### src/rtl/adc_spi_seq_pkg.sv
// adc_spi_seq_pkg: shared state encoding and width helpers for the ADC03 sequencer
package adc_spi_seq_pkg;
  typedef enum logic [2:0] {IDLE, CS_SETUP, SHIFT, CS_HOLD, GAP, MCU} state_t;
  localparam int MISSED_W = 8;
  function automatic int cnt_w(input int n);
    return (n < 2) ? 1 : $clog2(n);
  endfunction
endpackage

### src/rtl/adc_spi_sequencer_shift.sv
// spi_shift_engine: SCLK divider, bit counter and MOSI/MISO shift registers for one frame
module spi_shift_engine
  import adc_spi_seq_pkg::*;
#(
  parameter int CLK_DIV = 4,
  parameter int FRAME_BITS = 24,
  parameter int RES_BITS = 12
) (
  input  logic                  clk,
  input  logic                  rst,
  input  logic                  start,
  input  logic [FRAME_BITS-1:0] cmd,
  input  logic                  miso,
  output logic                  sclk,
  output logic                  mosi,
  output logic                  done,
  output logic [RES_BITS-1:0]   result
);
  localparam int DW = cnt_w(2 * CLK_DIV);
  localparam int BW = cnt_w(FRAME_BITS);
  logic                  active;
  logic [DW-1:0]         div;
  logic [BW-1:0]         bit_cnt;
  logic [FRAME_BITS-1:0] tx;
  logic                  rise;
  logic                  bit_end;
  assign rise    = active && div == DW'(CLK_DIV);
  assign bit_end = active && div == DW'(2 * CLK_DIV - 1);
  assign done    = bit_end && bit_cnt == BW'(FRAME_BITS - 1);
  assign sclk    = active && div >= DW'(CLK_DIV);
  assign mosi    = active && tx[FRAME_BITS-1];
  // only the trailing RES_BITS MISO bits are kept, so the result register doubles as the RX shifter
  always_ff @(posedge clk)
    if (rst) begin
      active  <= 1'b0;
      div     <= '0;
      bit_cnt <= '0;
      tx      <= '0;
      result  <= '0;
    end else if (start) begin
      active  <= 1'b1;
      div     <= '0;
      bit_cnt <= '0;
      tx      <= cmd;
    end else if (active) begin
      div <= bit_end ? '0 : div + 1'b1;
      if (rise) result <= {result[RES_BITS-2:0], miso};
      if (bit_end) begin
        bit_cnt <= bit_cnt + 1'b1;
        tx      <= {tx[FRAME_BITS-2:0], 1'b0};
      end
      if (done) active <= 1'b0;
    end
endmodule

### src/rtl/adc_spi_sequencer.sv
// adc_spi_sequencer: periodic ADC03 SPI sampler with MCU bus arbitration
module adc_spi_sequencer
  import adc_spi_seq_pkg::*;
#(
  parameter int                    CLK_DIV    = 4,
  parameter int                    FRAME_BITS = 24,
  parameter int                    PERIOD     = 1000,
  parameter int                    RES_BITS   = 12,
  parameter logic [FRAME_BITS-1:0] CMD        = 24'h060000
) (
  input  logic                clk,
  input  logic                rst,
  input  logic                enable,
  input  logic                mcu_req,
  output logic                mcu_grant,
  output logic                spi_cs_n,
  output logic                spi_sclk,
  output logic                spi_mosi,
  input  logic                spi_miso,
  output logic [RES_BITS-1:0] sample,
  output logic                sample_valid,
  output logic                busy,
  output logic [MISSED_W-1:0] missed
);
  localparam int PW = cnt_w(PERIOD);
  localparam int HW = cnt_w(CLK_DIV);
  state_t              state;
  state_t              nxt;
  logic [PW-1:0]       cnt;
  logic [HW-1:0]       ph;
  logic                tick;
  logic                ph_end;
  logic                start;
  logic                done;
  logic                frame_end;
  logic                eng_sclk;
  logic                eng_mosi;
  logic [RES_BITS-1:0] result;
  if (RES_BITS > FRAME_BITS) begin : g_res_check
    $error("RES_BITS must not exceed FRAME_BITS");
  end
  assign tick      = enable && cnt == PW'(PERIOD - 1);
  assign ph_end    = ph == HW'(CLK_DIV - 1);
  assign start     = state == CS_SETUP && ph_end;
  assign frame_end = state == CS_HOLD && ph_end;
  always_comb begin
    nxt = state;
    case (state)
      IDLE:     nxt = mcu_req ? MCU : tick ? CS_SETUP : IDLE;
      CS_SETUP: nxt = ph_end ? SHIFT : CS_SETUP;
      SHIFT:    nxt = done ? CS_HOLD : SHIFT;
      CS_HOLD:  nxt = ph_end ? GAP : CS_HOLD;
      GAP:      nxt = !ph_end ? GAP : mcu_req ? MCU : IDLE;
      MCU:      nxt = mcu_req ? MCU : GAP;
      default:  nxt = IDLE;
    endcase
  end
  // ph restarts on every state change so each timed phase lasts exactly CLK_DIV cycles
  always_ff @(posedge clk)
    if (rst) begin
      state        <= IDLE;
      cnt          <= '0;
      ph           <= '0;
      sample       <= '0;
      sample_valid <= 1'b0;
      missed       <= '0;
    end else begin
      state        <= nxt;
      ph           <= nxt != state ? '0 : ph + 1'b1;
      cnt          <= (!enable || tick) ? '0 : cnt + 1'b1;
      sample_valid <= frame_end;
      if (frame_end) sample <= result;
      if (tick && (state != IDLE || mcu_req) && missed != '1) missed <= missed + 1'b1;
    end
  assign mcu_grant = state == MCU;
  assign busy      = state != IDLE && state != MCU;
  assign spi_cs_n  = !(state inside {CS_SETUP, SHIFT, CS_HOLD});
  assign spi_sclk  = state == SHIFT && eng_sclk;
  assign spi_mosi  = state == CS_SETUP ? CMD[FRAME_BITS-1] : state == SHIFT && eng_mosi;
  spi_shift_engine #(
    .CLK_DIV   (CLK_DIV),
    .FRAME_BITS(FRAME_BITS),
    .RES_BITS  (RES_BITS)
  ) u_shift (
    .clk   (clk),
    .rst   (rst),
    .start (start),
    .cmd   (CMD),
    .miso  (spi_miso),
    .sclk  (eng_sclk),
    .mosi  (eng_mosi),
    .done  (done),
    .result(result)
  );
endmodule

### config.mk
export PLATFORM = sky130hd
export DESIGN_NAME = adc_spi_sequencer
export DESIGN_NICKNAME = d
export VERILOG_FILES = /design/src/rtl/adc_spi_seq_pkg.sv /design/src/rtl/adc_spi_sequencer_shift.sv /design/src/rtl/adc_spi_sequencer.sv
export SDC_FILE = /design/constraint.sdc
export NUM_CORES = 1
export LEC_CHECK = 0
export CAP_MARGIN = 20
export CORE_AREA = 2 2 96 98
export DETAILED_ROUTE_END_ITERATION = 7
export DIE_AREA = 0 0 98 100
export DONT_BUFFER_PORTS = 1
export GPL_ROUTABILITY_DRIVEN = 0
export PLACE_DENSITY = 0.53
export SETUP_SLACK_MARGIN = 0.1
export SLEW_MARGIN = 25
export SYNTH_ARGS = -nofsm -noshare
export SYNTH_HDL_FRONTEND = slang
export SYNTH_SLANG_ARGS = --single-unit
### constraint.sdc
create_clock -name clk -period 1.9 [get_ports clk]
set_input_delay 0.095 -clock clk [delete_from_list [all_inputs] [get_ports clk]]
set_output_delay 0.095 -clock clk [all_outputs]
set_load 0.02 [all_outputs]
==> metrics <==
CTS tree done; outcome completed; post-route ant nets 0; Final setup viols 0; syn_area_per_cell a little under 9 um^2; total gr overflow 0; detailed-route DRC error count 0; Clock Pin Slew Worst Setup and Hold Paths 70 ps; Final HPWL DP 3600 um; crit end category flip-flop; fill count 927; antenna violations before repair 0; CP Data Arrival Time approximately 2000 ps; fmax 576 MHz; GRT Total Usage a little under an eighth; Syn Nets 326; layout cells sized above 1 13.8%; CTS root buffer clkbuf_8; max_cap viols 0; fin nets 341; Warnings, synthesis 0; vias in the first global route between 2k and 2.5k; clk buf depth 2; clock skew roughly 10 ps; PortBufs 0; Max Slew Vio Count 0; ys flop type dfxtp_1; Hold Path Class in -> reg; core box area 8890 um^2; crit path time final 1740 ps; Final TNS setup 0 ps; H-tree depth 3; Critical Path Start Type flip-flop; Layout Cells excl Fill roughly 440; Max transition margin 71.8%; most frequent cells in the layout dfxtp_1, nand2_1, nor2_1; CP Max Fanout 5; dpl cells 426; flops & latches, synth 64; Netlist cell types 42; WL final approximately 5300 um; Sequential Area 1290 um^2; Num CTS Buffers 9; VDD IR-drop max a little over 0.3 mV; first-pass GRT wire length 9050 um; DR vias/cell about 4.7; Chip Width 98 um; Synth async-reset ratio 0%; Area Overhead vs Synth 16.2%; Initial Utilization 30.7%; number of synthesized flops with an enable pin 0; Initial DRC Count 116; commonest non-fill, non-tap cell in the layout dfxtp_1; # diodes 0; Tcrit/Tclk final 91.4%; vias roughly 2.1k; area of the multi-input gates 1400 um^2; clock sink count 64; Worst-Skew Late Latency 330 ps; Final Hold Viols 0; largest net degree at the start of global routing 41; Mapped Cells 314; Lkg Pwr 0.00109 uW; RSZ-0062 raised after global routing yes; top-level I/O count 31; CP required between 2000 and 2500 ps; Die Footprint just under 10,000 um^2; DRT Pass-1 Iters 4; row cnt 35; routed len/inst 12.0 um; die height 100 um; post-synthesis sequential area ratio 47.0%; Slew @ Worst Pin ~420 ps; PwrDens 792 nW/um^2; Synth Cell Area between 2000 and 3000 um^2; critical path class reg -> reg
-- through the flow --
step                      utilization (%)  total power [uW]  area, um^2  worst slack (ps)  hold slack [ps]
after global placement               32.7              1490        2910               135              173
after global routing                 35.7              2630        3170              84.6             56.7
after CTS                            35.1              2550        3120               106             45.0
after floorplan                         -              1480        2730               211              240
final                                35.7              2510        3170               164             49.4
after detailed placement             32.7              1490        2910               101              175
-- layer usage --
| metal | track usage, % | vias up | part of all wire (%) |
|---|---|---|---|
| li1 | - | 1094 | - |
| met1 | 13.6 | 977 | 47 |
| met2 | 18.3 | 27 | 46 |
| met3 | 4.87 | 10 | 5.5 |
| met4 | 4.81 | 0 | 1.5 |
| met5 | 0 | - | 0 |
-- kinds of logic (layout without fill, tap and decap cells) --
family          after synthesis  count (layout)  share of synthesized area, %
flops                        64              64                          47.0
mux                          14              14                          5.14
fa+ha+maj                     7               7                          3.21
compound gates               42              42                          9.45
simple gates                149             149                          26.0
buf+inv                      20              39                          3.44
xor+xnor                     18              18                          5.78
-- cells in the mapped netlist (2+ instances only) --
master,count,area [um^2]
a21oi_1,30,150
and2_1,2,12.5
and3_1,5,31.3
buf_2,6,30.0
clkbuf_1,4,15.0
dfxtp_1,64,1280
ha_1,7,87.6
inv_1,7,26.3
mux2i_1,14,140
nand2_1,47,176
nand2b_1,4,25.0
nand3_1,12,60.1
nand3b_1,2,15.0
nand4_1,5,31.3
nor2_1,46,173
nor3_1,4,20.0
nor3b_1,2,15.0
nor4_1,4,25.0
o21ai_0,6,30.0
or3_1,5,31.3
xnor2_1,9,78.8
xor2_1,9,78.8
-- timing repair --
action / in CTS / in global routing
pin swaps: 1 / 1
hold buffers: 3 / 0
endpoints found under the hold margin: 40 / 0
endpoints found under the setup margin: 4 / 7
resized for setup: 1 / 10
setup buffers: 0 / 0
-- state kept, by name, summed over array words and instances (netlist names) --
name and count:
cnt 10, missed 8, ph 2, sample 12, sample_valid 1, state 3
u_shift.active 1, u_shift.bit_cnt 5, u_shift.div 3, u_shift.result 12, u_shift.tx 7
-- critical path, stage by stage (launching register included) --
cell and delay (ps):
dfxtp_2 330, ha_1 230, ha_4 180, and2_4 160, a41oi_4 220, a2111oi_4 60, or3_4 350, a21oi_1 140
-- cell type report --
class | instances | share of cell area, %
clock buffer | 12 | 4.89
tap | 111 | 4.38
timing repair buffer | 17 | 4.58
sequential | 64 | 40.6
multi-input combinational | 230 | 44.2
inverter | 7 | 0.828
clock inverter | 3 | 0.552
-- power breakdown --
group          switching [uW]  total, uW  leakage, uW  internal, uW
Combinational            67.2        119     0.000488          51.8
Sequential               18.3       1370     0.000518          1350
Clock                     489       1020    0.0000882           533
-- worst paths after layout --
check                      start             end  slack, ps  cells past startpoint
setup / recovery  u_shift.div[0]           ph[1]        160                      7
hold reg to reg   u_shift.tx[23]  u_shift.tx[23]        450                      2
hold / removal               rst  u_shift.active         50                      2
setup reg to reg  u_shift.div[0]           ph[1]        160                      7
(Power assumes the default switching activity.)
